===== config.mk =====
export PLATFORM = sky130hd
export DESIGN_NAME = sdram_word_bridge
export DESIGN_NICKNAME = d
export VERILOG_FILES = /design/src/rtl/sdram_word_bridge_pkg.sv /design/src/rtl/sdram_half_xfer.sv /design/src/rtl/sdram_word_bridge.sv
export SDC_FILE = /design/constraint.sdc
export NUM_CORES = 1
export LEC_CHECK = 0
export CAP_MARGIN = 20
export CORE_ASPECT_RATIO = 0.9
export CORE_MARGIN = 2
export CORE_UTILIZATION = 42
export CTS_CLUSTER_DIAMETER = 30
export DETAILED_ROUTE_END_ITERATION = 10
export GPL_TIMING_DRIVEN = 1
export HOLD_SLACK_MARGIN = 0.08
export PLACE_DENSITY = 0.76
export SETUP_SLACK_MARGIN = 0.1
export SLEW_MARGIN = 20
export SYNTH_ARGS = -nofsm -noshare
export SYNTH_HDL_FRONTEND = slang
export SYNTH_SLANG_ARGS = --single-unit

===== constraint.sdc =====
create_clock -name clk -period 2.3 [get_ports clk]
set_clock_uncertainty 0.1 [all_clocks]
set_input_delay 0.46 -clock clk [delete_from_list [all_inputs] [get_ports clk]]
set_output_delay 0.46 -clock clk [all_outputs]
set_load 0.02 [all_outputs]

===== src/rtl/sdram_word_bridge_pkg.sv =====
// Shared types and widths for the 32-bit word to 16-bit SDRAM bridge.
package sdram_word_bridge_pkg;

    localparam int SDRAM_AW = 23;
    localparam int HALF_W   = 16;
    localparam int WORD_W   = 32;

    typedef enum logic [2:0] {
        IDLE,
        LO_WAIT,
        LO_REQ,
        HI_WAIT,
        HI_REQ,
        RESP
    } state_t;

endpackage


===== src/rtl/sdram_half_xfer.sv =====
// One strobe/done SDRAM access with a watchdog that aborts a hung device.
module sdram_half_xfer #(
    parameter int TIMEOUT = 255
) (
    input  logic clk,
    input  logic rst_l,
    input  logic active,
    input  logic done,
    output logic fire,
    output logic abort
);

    localparam int CW = (TIMEOUT < 256) ? 8 : $clog2(TIMEOUT + 1);
    localparam logic [CW-1:0] LIMIT = CW'(TIMEOUT);

    logic [CW-1:0] cnt;

    // Idle cycles between halves clear the count for the next access.
    always_ff @(posedge clk or negedge rst_l) begin
        if (!rst_l) begin
            cnt <= '0;
        end else if (!active) begin
            cnt <= '0;
        end else if (cnt != LIMIT) begin
            cnt <= cnt + CW'(1);
        end
    end

    // Completion takes priority over a coincident timeout.
    assign fire  = active & done;
    assign abort = active & ~done & (cnt == LIMIT);

endmodule


===== src/rtl/sdram_word_bridge.sv =====
// Splits a 32-bit client access into two sequential 16-bit SDRAM accesses,
// low halfword at the even address, and returns a single response.
module sdram_word_bridge
    import sdram_word_bridge_pkg::*;
#(
    parameter int WADDR_W = 22,
    parameter int TIMEOUT = 255
) (
    input  logic               clk,
    input  logic               rst_l,
    input  logic               req_valid,
    output logic               req_ready,
    input  logic               req_we,
    input  logic [WADDR_W-1:0] req_addr,
    input  logic [WORD_W-1:0]  req_wdata,
    output logic               resp_valid,
    output logic [WORD_W-1:0]  resp_rdata,
    output logic               resp_err,
    input  logic               SDRAM_ready,
    output logic               SDRAM_as,
    output logic               SDRAM_rw,
    output logic [WADDR_W:0]   SDRAM_addr,
    output logic [HALF_W-1:0]  SDRAM_data_write,
    input  logic [HALF_W-1:0]  SDRAM_data_read,
    input  logic               SDRAM_done
);

    state_t state;
    state_t nxt;

    logic               we_q;
    logic [WADDR_W-1:0] addr_q;
    logic [WORD_W-1:0]  wdata_q;
    logic [WORD_W-1:0]  rdata_q;
    logic               err_q;
    logic               active;
    logic               hi;
    logic               fire;
    logic               abort;

    sdram_half_xfer #(
        .TIMEOUT(TIMEOUT)
    ) u_xfer (
        .clk   (clk),
        .rst_l (rst_l),
        .active(active),
        .done  (SDRAM_done),
        .fire  (fire),
        .abort (abort)
    );

    always_ff @(posedge clk or negedge rst_l) begin
        if (!rst_l) begin
            state <= IDLE;
        end else begin
            state <= nxt;
        end
    end

    // A half may only start once the device has dropped done from the last one.
    always_comb begin
        nxt = state;
        unique case (state)
            IDLE:    if (req_valid) nxt = LO_WAIT;
            LO_WAIT: if (SDRAM_ready && !SDRAM_done) nxt = LO_REQ;
            LO_REQ: begin
                if (fire) begin
                    nxt = HI_WAIT;
                end else if (abort) begin
                    nxt = RESP;
                end
            end
            HI_WAIT: if (SDRAM_ready && !SDRAM_done) nxt = HI_REQ;
            HI_REQ:  if (fire || abort) nxt = RESP;
            RESP:    nxt = IDLE;
            default: nxt = IDLE;
        endcase
    end

    always_ff @(posedge clk or negedge rst_l) begin
        if (!rst_l) begin
            we_q    <= 1'b0;
            addr_q  <= '0;
            wdata_q <= '0;
            rdata_q <= '0;
            err_q   <= 1'b0;
        end else begin
            if (state == IDLE && req_valid) begin
                we_q    <= req_we;
                addr_q  <= req_addr;
                wdata_q <= req_wdata;
                err_q   <= 1'b0;
            end
            if (fire && !we_q) begin
                if (hi) begin
                    rdata_q[WORD_W-1:HALF_W] <= SDRAM_data_read;
                end else begin
                    rdata_q[HALF_W-1:0] <= SDRAM_data_read;
                end
            end
            if (abort) begin
                err_q <= 1'b1;
            end
        end
    end

    assign active = (state == LO_REQ) || (state == HI_REQ);
    assign hi     = (state == HI_REQ);

    assign req_ready        = (state == IDLE);
    assign resp_valid       = (state == RESP);
    assign resp_rdata       = rdata_q;
    assign resp_err         = err_q & resp_valid;
    assign SDRAM_as         = active;
    assign SDRAM_rw         = we_q;
    assign SDRAM_addr       = {addr_q, hi};
    assign SDRAM_data_write = hi ? wdata_q[WORD_W-1:HALF_W]
                                 : wdata_q[HALF_W-1:0];

endmodule


==> results.py, run 1 <==
metrics = {
    "pwr": {
        "sw_frac_of_total_pct": 35.74,
        "seq_power_share_pct": 36.1,
        "p_switching_uw": 2976,
        "pwr-share-comb_pct": 51.4,
        "p_leak_uw": 0.002686,
        "p_per_area_nw_per_um2": 1335,
        "p_int_uw": 5350,
        "ir_drop_mv": 0.6730,
        "pwr-share-clk_pct": 12.5,
    },
    "synthesis": {
        "synthCells": 280,
        "synth_top_family_by_area": "multiplexers",
        "synth_top_area_cell": "dfrtp_1",
        "ys_ff_latch": 99,
        "synthAdderAreaFrac_pct": 0.3022,
        "yosys.area_share.xor_xnor_pct": 0.4231,
        "synthFlopType": "dfrtp_1",
        "synth_compound_area_share_pct": 2.327,
        "yosysTopAreaCellShare_pct": 59.84,
        "synth_mux_area_share_pct": 28.80,
        "synth-seq-area-share_pct": 59.84,
        "synth.most_common_cell": "dfrtp_1",
        "yosys_warnings": 0,
        "syn_area_um2": 4140,
        "synthTopCellsByCount": "dfrtp_1, mux2_2, mux2_1",
        "avgSynthCellArea_um2": 14.79,
        "synthTopCellsByArea": "dfrtp_1, mux2_2, mux2_1, buf_4, nor2_1",
        "synthesis.nets": 357,
        "ys_types": 34,
        "synth_edf_count": 0,
        "yosys.area_share.simple_pct": 5.712,
        "async_reset_ff_share_pct": 100.0,
    },
    "timing": {
        "postLayoutSetupSlackWorst_ns": 0.008169,
        "tightest_slew_ns": 0.5149,
        "rsz0062_at_grt": "yes",
        "period_share_pct": 99.64,
        "setup_tns_ns": 0,
        "finalMaxSlewViolations": 0,
        "fmax_mhz": 436.3,
        "finalHoldViolCount": 0,
        "final-setup-viol-count": 0,
        "layout_min_cycle_time_ns": 2.292,
        "relSlewSlack_pct": 65.67,
    },
    "critical_path": {
        "crit_path_max_incr_delay_ns": 0.37,
        "ff2ff_setup_slack_ns": 0.20,
        "critPathMaxFanout": 5,
        "cp.required_ns": 1.74,
        "cp_num_buf_inv": 4,
        "cpMostUsedCell": "buf_6",
        "worst_ep_arrival_time_ns": 1.73,
        "critical-path-top-delay-family": "buffers and inverters",
        "cp-start-kind": "register",
        "cp_cell_sequence": "inv_2 > nor3_4 > buf_6 > buf_8 > mux2_4 > buf_6",
        "crit_type": "reg -> out",
        "cp-end-kind": "primary output",
        "slowest_stage": "dfrtp_1",
    },
    "clock_tree": {
        "clockBufferDepth": 2,
        "cts_tree": "yes",
        "cts_made_buffers": 9,
        "htree_levels": 3,
        "cts-root-buf": "clkbuf_8",
        "clkTransAtPathRegs_ns": 0.11,
        "insertion_delay_ns": 0.35,
        "cts.sinks": 99,
    },
    "detailed_routing": {
        "drc": 0,
        "routed-via-count": 2879,
        "drt_iter0_markers": 110,
        "wire_per_inst_um": 15.90,
        "drtAntennaViolNets": 0,
        "routed_wl_um": 9283,
        "first_pass_iters": 4,
        "vias_per_cell": 4.930,
    },
    "floorplan": {
        "ios": 152,
        "core_um2": 9614,
        "initial_core_util_pct": 43.06,
        "die_area_um2": 10670,
        "die_x_um": 108.7,
        "die_y_um": 98.19,
        "placementRows": 34,
    },
    "global_routing": {
        "antenna_found_initial": 0,
        "overflow": 0,
        "gr-usage-all-layers_pct": 17.53,
        "grt_pass1_wl_um": 14660,
        "grt_max_degree": 38,
        "grt_pass1_vias": 3061,
    },
    "placed_design": {
        "numPlacedInstances": 559,
        "place_congestion": 0.7938,
        "place_ws_ns": 0.05922,
        "portBuffers": 151,
        "dp.final_hpwl_um": 6783,
    },
    "finish": {
        "stdcell_count": 584,
        "fin_nets": 530,
        "synthToLayoutAreaGrowth_pct": 50.62,
        "antenna_cells": 0,
        "drive_gt1_share_pct": 26.86,
    },
    "min_path": {
        "hold_class": "reg -> reg",
    },
    "run_status": {
        "status": "completed",
    },
    "run": {
        "maxCapViolations": 0,
    },
}
state kept, by name, indices dropped and copies added (netlist names):
name        flops
SDRAM_rw        1
resp_rdata     32
u_xfer.cnt      8
state           3
addr_q         22
err_q           1
wdata_q        32
kinds of logic after synthesis:
| logic type | count (synthesis) |
|---|---|
| AND/OR/NAND/NOR | 38 |
| flip-flops | 99 |
| adder cells (fa/ha/maj) | 1 |
| multiplexers | 106 |
| AO/OA/AOI/OAI | 15 |
| buffers and inverters | 19 |
| XOR/XNOR | 2 |
cells in the final DEF, fill, tap and decap left out, types with 9 or more instances in the layout:
| master | count |
|---|---|
| clkdlybuf4s50_1 | 129 |
| dfrtp_1 | 99 |
| mux2_1 | 49 |
| mux2_2 | 43 |
| buf_6 | 20 |
| buf_4 | 16 |
| mux2_4 | 13 |
| nor2_1 | 11 |
| clkbuf_8 | 9 |
per-stage QoR:
stage          utilization, %  power, µW  instance area, µm²  hold slack (ns)
6_report                64.86       8326                6236           0.3957
5_1_grt                 64.86       8838                6236           0.4133
4_1_cts                 63.07       8044                6063           0.4018
3_5_place_dp            61.31       7119                5894           0.3733
3_3_place_gp            61.31       7030                5894           0.3662
2_1_floorplan               -       5162                4145          0.06441
layout make-up:
type | instances | area (µm²)
clock buffers | 9 | 123.9
clock inverters | 7 | 60.06
fillers | 744 | 3378
inverters | 5 | 18.77
multi-input cells | 162 | 1613
flip-flops and latches | 99 | 2477
well taps | 126 | 157.7
repair buffers | 176 | 1785
per-layer routing:
layer  vias up  track usage (%)  routed length (µm)
li1       1345                -                   -
met5         -                0                   0
met3        17            6.475                 933
met2       125            27.74                4196
met4         0            6.607                 187
met1      1392            21.94                3967
what timing repair did:
item,CTS,global route
resized for setup,27,106
hold buffers,1,0
pin swaps,0,1
setup buffers,0,6
endpoints found under the hold margin,35,0
setup endpoints to repair,21,18
gates cloned,0,2
power by group through the flow:
stage,clock (µW),sequential [µW],combinational (µW)
2_1_floorplan,0,3530,1630
3_3_place_gp,0,3020,4010
3_5_place_dp,0,3030,4090
4_1_cts,1090,3000,3960
5_1_grt,1170,3120,4560
6_report,1040,3000,4280
worst reg2reg max path: cells and delay by family, from the launching register on:
kind	cells	cell delay, ns
AND/OR/NAND/NOR	1	0.16
AO/OA/AOI/OAI	2	0.57
buffers and inverters	2	0.35
multiplexers	1	0.38
flip-flops	1	0.42
final timing paths:
kind                            start                   end  cells after the start
hold reg to reg            addr_q[17]            addr_q[17]                      1
max in group asynchronous       rst_l        resp_rdata[15]                      3
setup reg to reg             state[1]              state[0]                      6
setup / recovery             state[2]  SDRAM_data_write[14]                      6
min in group asynchronous       rst_l              SDRAM_rw                      2
hold / removal             addr_q[17]            addr_q[17]                      1
Power figures use the tool's default switching activity.
==> run 2, diff against run 1 <==
PLACE_DENSITY = default   (was 0.76)
PLACE_DENSITY_LB_ADDON = 0.25   (was default)
==> run 2 against run 1 <==
Net effect:
- the run now ends with setup timing left
- clock-buffer cell count rose by 1
- critical path depth fell by 1
- flip-flop and latch count did not move
- critical endpoint is now SDRAM_data_write[4]
- design area fell by 0.18%
- sequential share of layout area rose by 0.072 points
- hold slack got worse by 0.0020 ns
- worst setup slack got worse by 0.041 ns
- combinational power fell by 2%
- die area did not move
- critical path type unchanged
- global-route usage rose by 1.4 points
- largest power group unchanged
==> results.py, run 2 (synthesis gave the netlist of run 1 again) <==
metrics = {
    "run_status": {
        "status": "finished with violations",
        "violations": "setup timing",
    },
    "critical_path": {
        "crit_path_max_incr_delay_ns": 0.41,
        "cp-start-kind": "register",
        "worst_ep_arrival_time_ns": 1.77,
        "cp.required_ns": 1.74,
        "cp-end-kind": "primary output",
        "timing.rr.start": "state[2]",
        "critPathLaunch": "state[0]",
        "cpMostUsedCell": "buf_12",
        "slowest_stage": "dfrtp_1",
        "cp_cell_sequence": "nor3_4 > buf_12 > buf_12 > mux2_2 > buf_2",
        "critPathMaxFanout": 9,
        "crit_type": "reg -> out",
    },
    "timing": {
        "tightest_slew_ns": 0.6196,
        "period_share_pct": 101.4,
        "finalHoldViolCount": 0,
        "layout_min_cycle_time_ns": 2.333,
        "relSlewSlack_pct": 58.69,
        "postLayoutSetupSlackWorst_ns": -0.03328,
        "fmax_mhz": 428.6,
        "finalMaxSlewViolations": 0,
        "final-setup-viol-count": 10,
        "rsz0062_at_grt": "yes",
    },
    "detailed_routing": {
        "drtAntennaViolNets": 0,
        "routed-via-count": 2902,
        "drc": 0,
        "first_pass_iters": 4,
        "wire_per_inst_um": 16.18,
        "routed_wl_um": 9416,
        "drt_iter0_markers": 59,
        "vias_per_cell": 4.986,
    },
    "floorplan": {
        "ios": 152,
        "core_um2": 9614,
        "die_y_um": 98.19,
        "placementRows": 34,
        "initial_core_util_pct": 43.06,
        "die_area_um2": 10670,
        "die_x_um": 108.7,
    },
    "clock_tree": {
        "clockBufferDepth": 2,
        "insertion_delay_ns": 0.36,
        "cts.sinks": 99,
        "clkTransAtPathRegs_ns": 0.09,
        "cts-root-buf": "clkbuf_8",
        "cts_tree": "yes",
        "htree_levels": 3,
        "cts_made_buffers": 9,
    },
    "placed_design": {
        "portBuffers": 151,
        "dpl-instance-area_um2": 5907,
        "place_congestion": 0.7751,
        "dp.final_hpwl_um": 6767,
        "place_ws_ns": 0.004182,
    },
    "run": {
        "maxCapViolations": 0,
    },
    "finish": {
        "fillers": 762,
        "drive_gt1_share_pct": 26.54,
        "synthToLayoutAreaGrowth_pct": 50.35,
        "postLayoutCellArea_um2": 6225,
        "fin_nets": 528,
        "layout_commonest_cell": "clkdlybuf4s50_1",
        "regArea_um2": 2477,
        "multi_input_area_um2": 1607,
        "antenna_cells": 0,
        "final_cell_mix": "clkdlybuf4s50_1, dfrtp_1, mux2_1, mux2_2, buf_4",
    },
    "global_routing": {
        "antenna_found_initial": 0,
        "grt_pass1_wl_um": 15550,
        "grt_max_degree": 50,
        "overflow": 0,
        "grt_pass1_vias": 3127,
        "gr-usage-all-layers_pct": 18.97,
    },
    "min_path": {
        "hold_class": "reg -> reg",
        "hold_start": "addr_q[17]",
    },
    "pwr": {
        "p_leak_uw": 0.002667,
        "ir_drop_mv": 0.7066,
        "p_per_area_nw_per_um2": 1351,
    },
}
## run 2: cell count changes in the layout (fill, tap and decap cells not counted), moves of 3 or more
| cell | change |
|---|---|
| buf_2 | +8 |
| mux2_2 | +5 |
| inv_6 | -3 |
| mux2_4 | -5 |
| buf_6 | -9 |
## run 2: final timing paths
check | endpoint | cells after the start | slack (ns)
worst max register to register | state[1] | 7 | 0.20
worst max-delay path | SDRAM_data_write[4] | 5 | -0.03
max in group asynchronous | addr_q[10] | 3 | 0.93
min in group asynchronous | addr_q[1] | 2 | 0.55
worst min register to register | addr_q[17] | 1 | 0.39
worst min-delay path | addr_q[17] | 1 | 0.39
## run 2: power by group
part | internal (µW) | leakage [µW] | switching [µW]
combinational | 2290 | 0.00136 | 1910
clock | 615 | 0.000106 | 596
sequential | 2560 | 0.00121 | 448
## run 2: per-layer routing
layer | up-vias | share of wire, % | global-route usage (%)
li1 | 1334 | - | -
met1 | 1468 | 42 | 23.02
met2 | 93 | 50 | 32.12
met3 | 7 | 6.6 | 6.742
met4 | 0 | 1.1 | 4.832
met5 | - | 0 | 0
## run 2: metrics by stage
step | utilization [%] | instances | hold slack, ns | total power (µW) | TNS [ns]
2_1_floorplan | - | 280 | 0.06441 | 5162 | 0
3_3_place_gp | 61.44 | 559 | 0.3623 | 7039 | 0
3_5_place_dp | 61.44 | 559 | 0.3759 | 7161 | 0
4_1_cts | 64.55 | 582 | 0.3989 | 8476 | -0.6187
5_1_grt | 64.74 | 582 | 0.4149 | 8889 | -0.8590
6_report | 64.74 | 582 | 0.3936 | 8410 | -0.1777
## run 2: cell type report
cell class,instances,area share (%)
Sequential cell,99,39.80
Timing Repair Buffer,174,28.06
Multi-Input combinational cell,162,25.81
Tap cell,126,2.533
Clock buffer,10,2.050
Clock inverter,6,1.447
Inverter,5,0.3015
## run 2: timing repair
action	CTS	global route
hold endpoints to repair	46	0
cloned	1	0
hold buffers	1	0
endpoints found under the setup margin	21	20
pin swaps	1	2
gates resized for setup	102	8
buffers inserted	5	0
## run 2: worst max-delay path, delay by kind of cell (launching register included)
kind,cells,cell delay [ns]
buf+inv,3,0.43
simple gates,1,0.22
mux,1,0.35
flops,1,0.41
==> run 3, diff against run 2 <==
CTS_BUF_LIST = sky130_fd_sc_hd__clkbuf_2   (was default)
clock period = 2.8 ns   (was 2.3 ns; I/O delays follow)
==> run 3 against run 2 <==
Net effect:
- die area is the same
- clock power is 38% lower
- critical path type unchanged
- the flow now finishes without violations
- sequential power shrank 18%
- largest cell class unchanged
- non-clock buffer count is 6 lower
- clock-buffer cell count is 1 lower
==> results.py, run 3 (synthesis gave the netlist of run 1 again) <==
metrics = {
    "run_status": {
        "status": "completed",
    },
    "finish": {
        "layout_commonest_cell": "clkdlybuf4s50_1",
        "final_util_pct": 63.00,
        "fin_nets": 522,
        "final_cell_mix": "clkdlybuf4s50_1, dfrtp_1, mux2_2, mux2_1, buf_4",
        "synthToLayoutAreaGrowth_pct": 46.30,
        "drive_gt1_share_pct": 25.39,
        "antenna_cells": 0,
        "fillers": 790,
    },
    "pwr": {
        "p_per_area_nw_per_um2": 1085,
        "ir_drop_mv": 0.6293,
        "power.total_uw": 6572,
        "p_leak_uw": 0.002592,
    },
    "timing": {
        "finalMaxSlewViolations": 0,
        "period_share_pct": 94.04,
        "setup_tns_ns": 0,
        "fmax_mhz": 379.8,
        "tightest_slew_ns": 0.5326,
        "relSlewSlack_pct": 64.49,
        "rsz0062_at_grt": "yes",
        "final-setup-viol-count": 0,
        "finalHoldViolCount": 0,
        "layout_min_cycle_time_ns": 2.633,
        "postLayoutSetupSlackWorst_ns": 0.1669,
    },
    "detailed_routing": {
        "routed-via-count": 2816,
        "routed_wl_um": 9283,
        "vias_per_cell": 4.897,
        "drc": 0,
        "first_pass_iters": 4,
        "drtAntennaViolNets": 0,
        "drt_iter0_markers": 69,
        "wire_per_inst_um": 16.14,
    },
    "floorplan": {
        "die_area_um2": 10670,
        "initial_core_util_pct": 43.06,
        "ios": 152,
        "core_um2": 9614,
        "die_y_um": 98.19,
        "placementRows": 34,
        "die_x_um": 108.7,
    },
    "critical_path": {
        "cp_cell_sequence": "nor3_4 > buf_12 > clkbuf_16 > mux2_2 > buf_6",
        "slowest_stage": "dfrtp_1",
        "worst_ep_arrival_time_ns": 1.97,
        "cp-start-kind": "register",
        "cp-end-kind": "primary output",
        "crit_type": "reg -> out",
        "critPathMaxFanout": 4,
        "crit_path_max_incr_delay_ns": 0.46,
        "cp.required_ns": 2.14,
    },
    "clock_tree": {
        "insertion_delay_ns": 0.52,
        "clockBufferDepth": 2,
        "cts-root-buf": "clkbuf_2",
        "cts.sinks": 99,
        "clkTransAtPathRegs_ns": 0.28,
        "cts_made_buffers": 9,
        "cts_tree": "yes",
        "htree_levels": 3,
    },
    "min_path": {
        "hold_class": "in -> async",
    },
    "global_routing": {
        "gr-usage-all-layers_pct": 17.93,
        "antenna_found_initial": 0,
        "grt_pass1_wl_um": 14810,
        "grt_pass1_vias": 2982,
        "grt_max_degree": 60,
        "overflow": 0,
    },
    "placed_design": {
        "dp.final_hpwl_um": 6534,
        "portBuffers": 151,
        "place_ws_ns": 0.3339,
        "place_congestion": 0.7618,
    },
    "run": {
        "maxCapViolations": 0,
    },
}
==> run 3: worst max-delay path, delay by kind of cell, from the launching register on <==
family / cells / cell delay [ns]
buf+inv: 3 / 0.43
flops: 1 / 0.46
mux: 1 / 0.34
simple gates: 1 / 0.24
==> run 3: worst paths after layout <==
| path | to | cells past startpoint | slack (ns) | from |
|---|---|---|---|---|
| max reg2reg | state[0] | 6 | 0.59 | state[2] |
| max | SDRAM_data_write[1] | 5 | 0.17 | state[0] |
| max in group asynchronous | wdata_q[19] | 3 | 1.48 | rst_l |
| min reg2reg | resp_rdata[22] | 1 | 0.42 | resp_rdata[22] |
| min in group clk | resp_rdata[22] | 1 | 0.42 | resp_rdata[22] |
| min | addr_q[5] | 2 | 0.40 | rst_l |
==> run 3: final cells by class <==
class | count | area (µm²) | share of cell area (%)
sequential | 99 | 2480 | 40.94
timing repair buffer | 168 | 1685 | 27.82
multi-input combinational | 162 | 1582 | 26.11
tap | 126 | 157.7 | 2.603
clock inverter | 6 | 88.84 | 1.467
clock buffer | 9 | 45.04 | 0.7436
inverter | 5 | 18.77 | 0.3099
==> run 3: power breakdown <==
part           internal [µW]  total (µW)  switching [µW]  leakage, µW
clock network            291         753             461    0.0000744
registers               2090        2460             365      0.00120
logic                   1820        3360            1540      0.00132
total                   4200        6570            2370      0.00259
==> run 3: metrics by stage <==
stage | hold WS, ns | cell area (µm²) | instances
2_1_floorplan | 0.1644 | 4140 | 280
3_3_place_gp | 0.3667 | 5817 | 551
3_5_place_dp | 0.3742 | 5817 | 551
4_1_cts | 0.3643 | 5956 | 572
5_1_grt | 0.3837 | 6057 | 575
6_report | 0.4048 | 6057 | 575
==> run 3: what timing repair did <==
action	4_1_cts	5_1_grt
buffers inserted	4	2
hold endpoints to repair	40	0
cloned	1	1
resized for setup	72	28
pin swaps	0	1
hold buffers	1	0
setup endpoints to repair	21	18
==> run 3: per-layer routing <==
layer	vias to the layer above	share of wire (%)	track usage, %
li1	1326	-	-
met1	1385	42	22.52
met2	98	49	28.85
met3	7	8.5	7.944
met4	0	0.82	3.649
met5	-	0	0
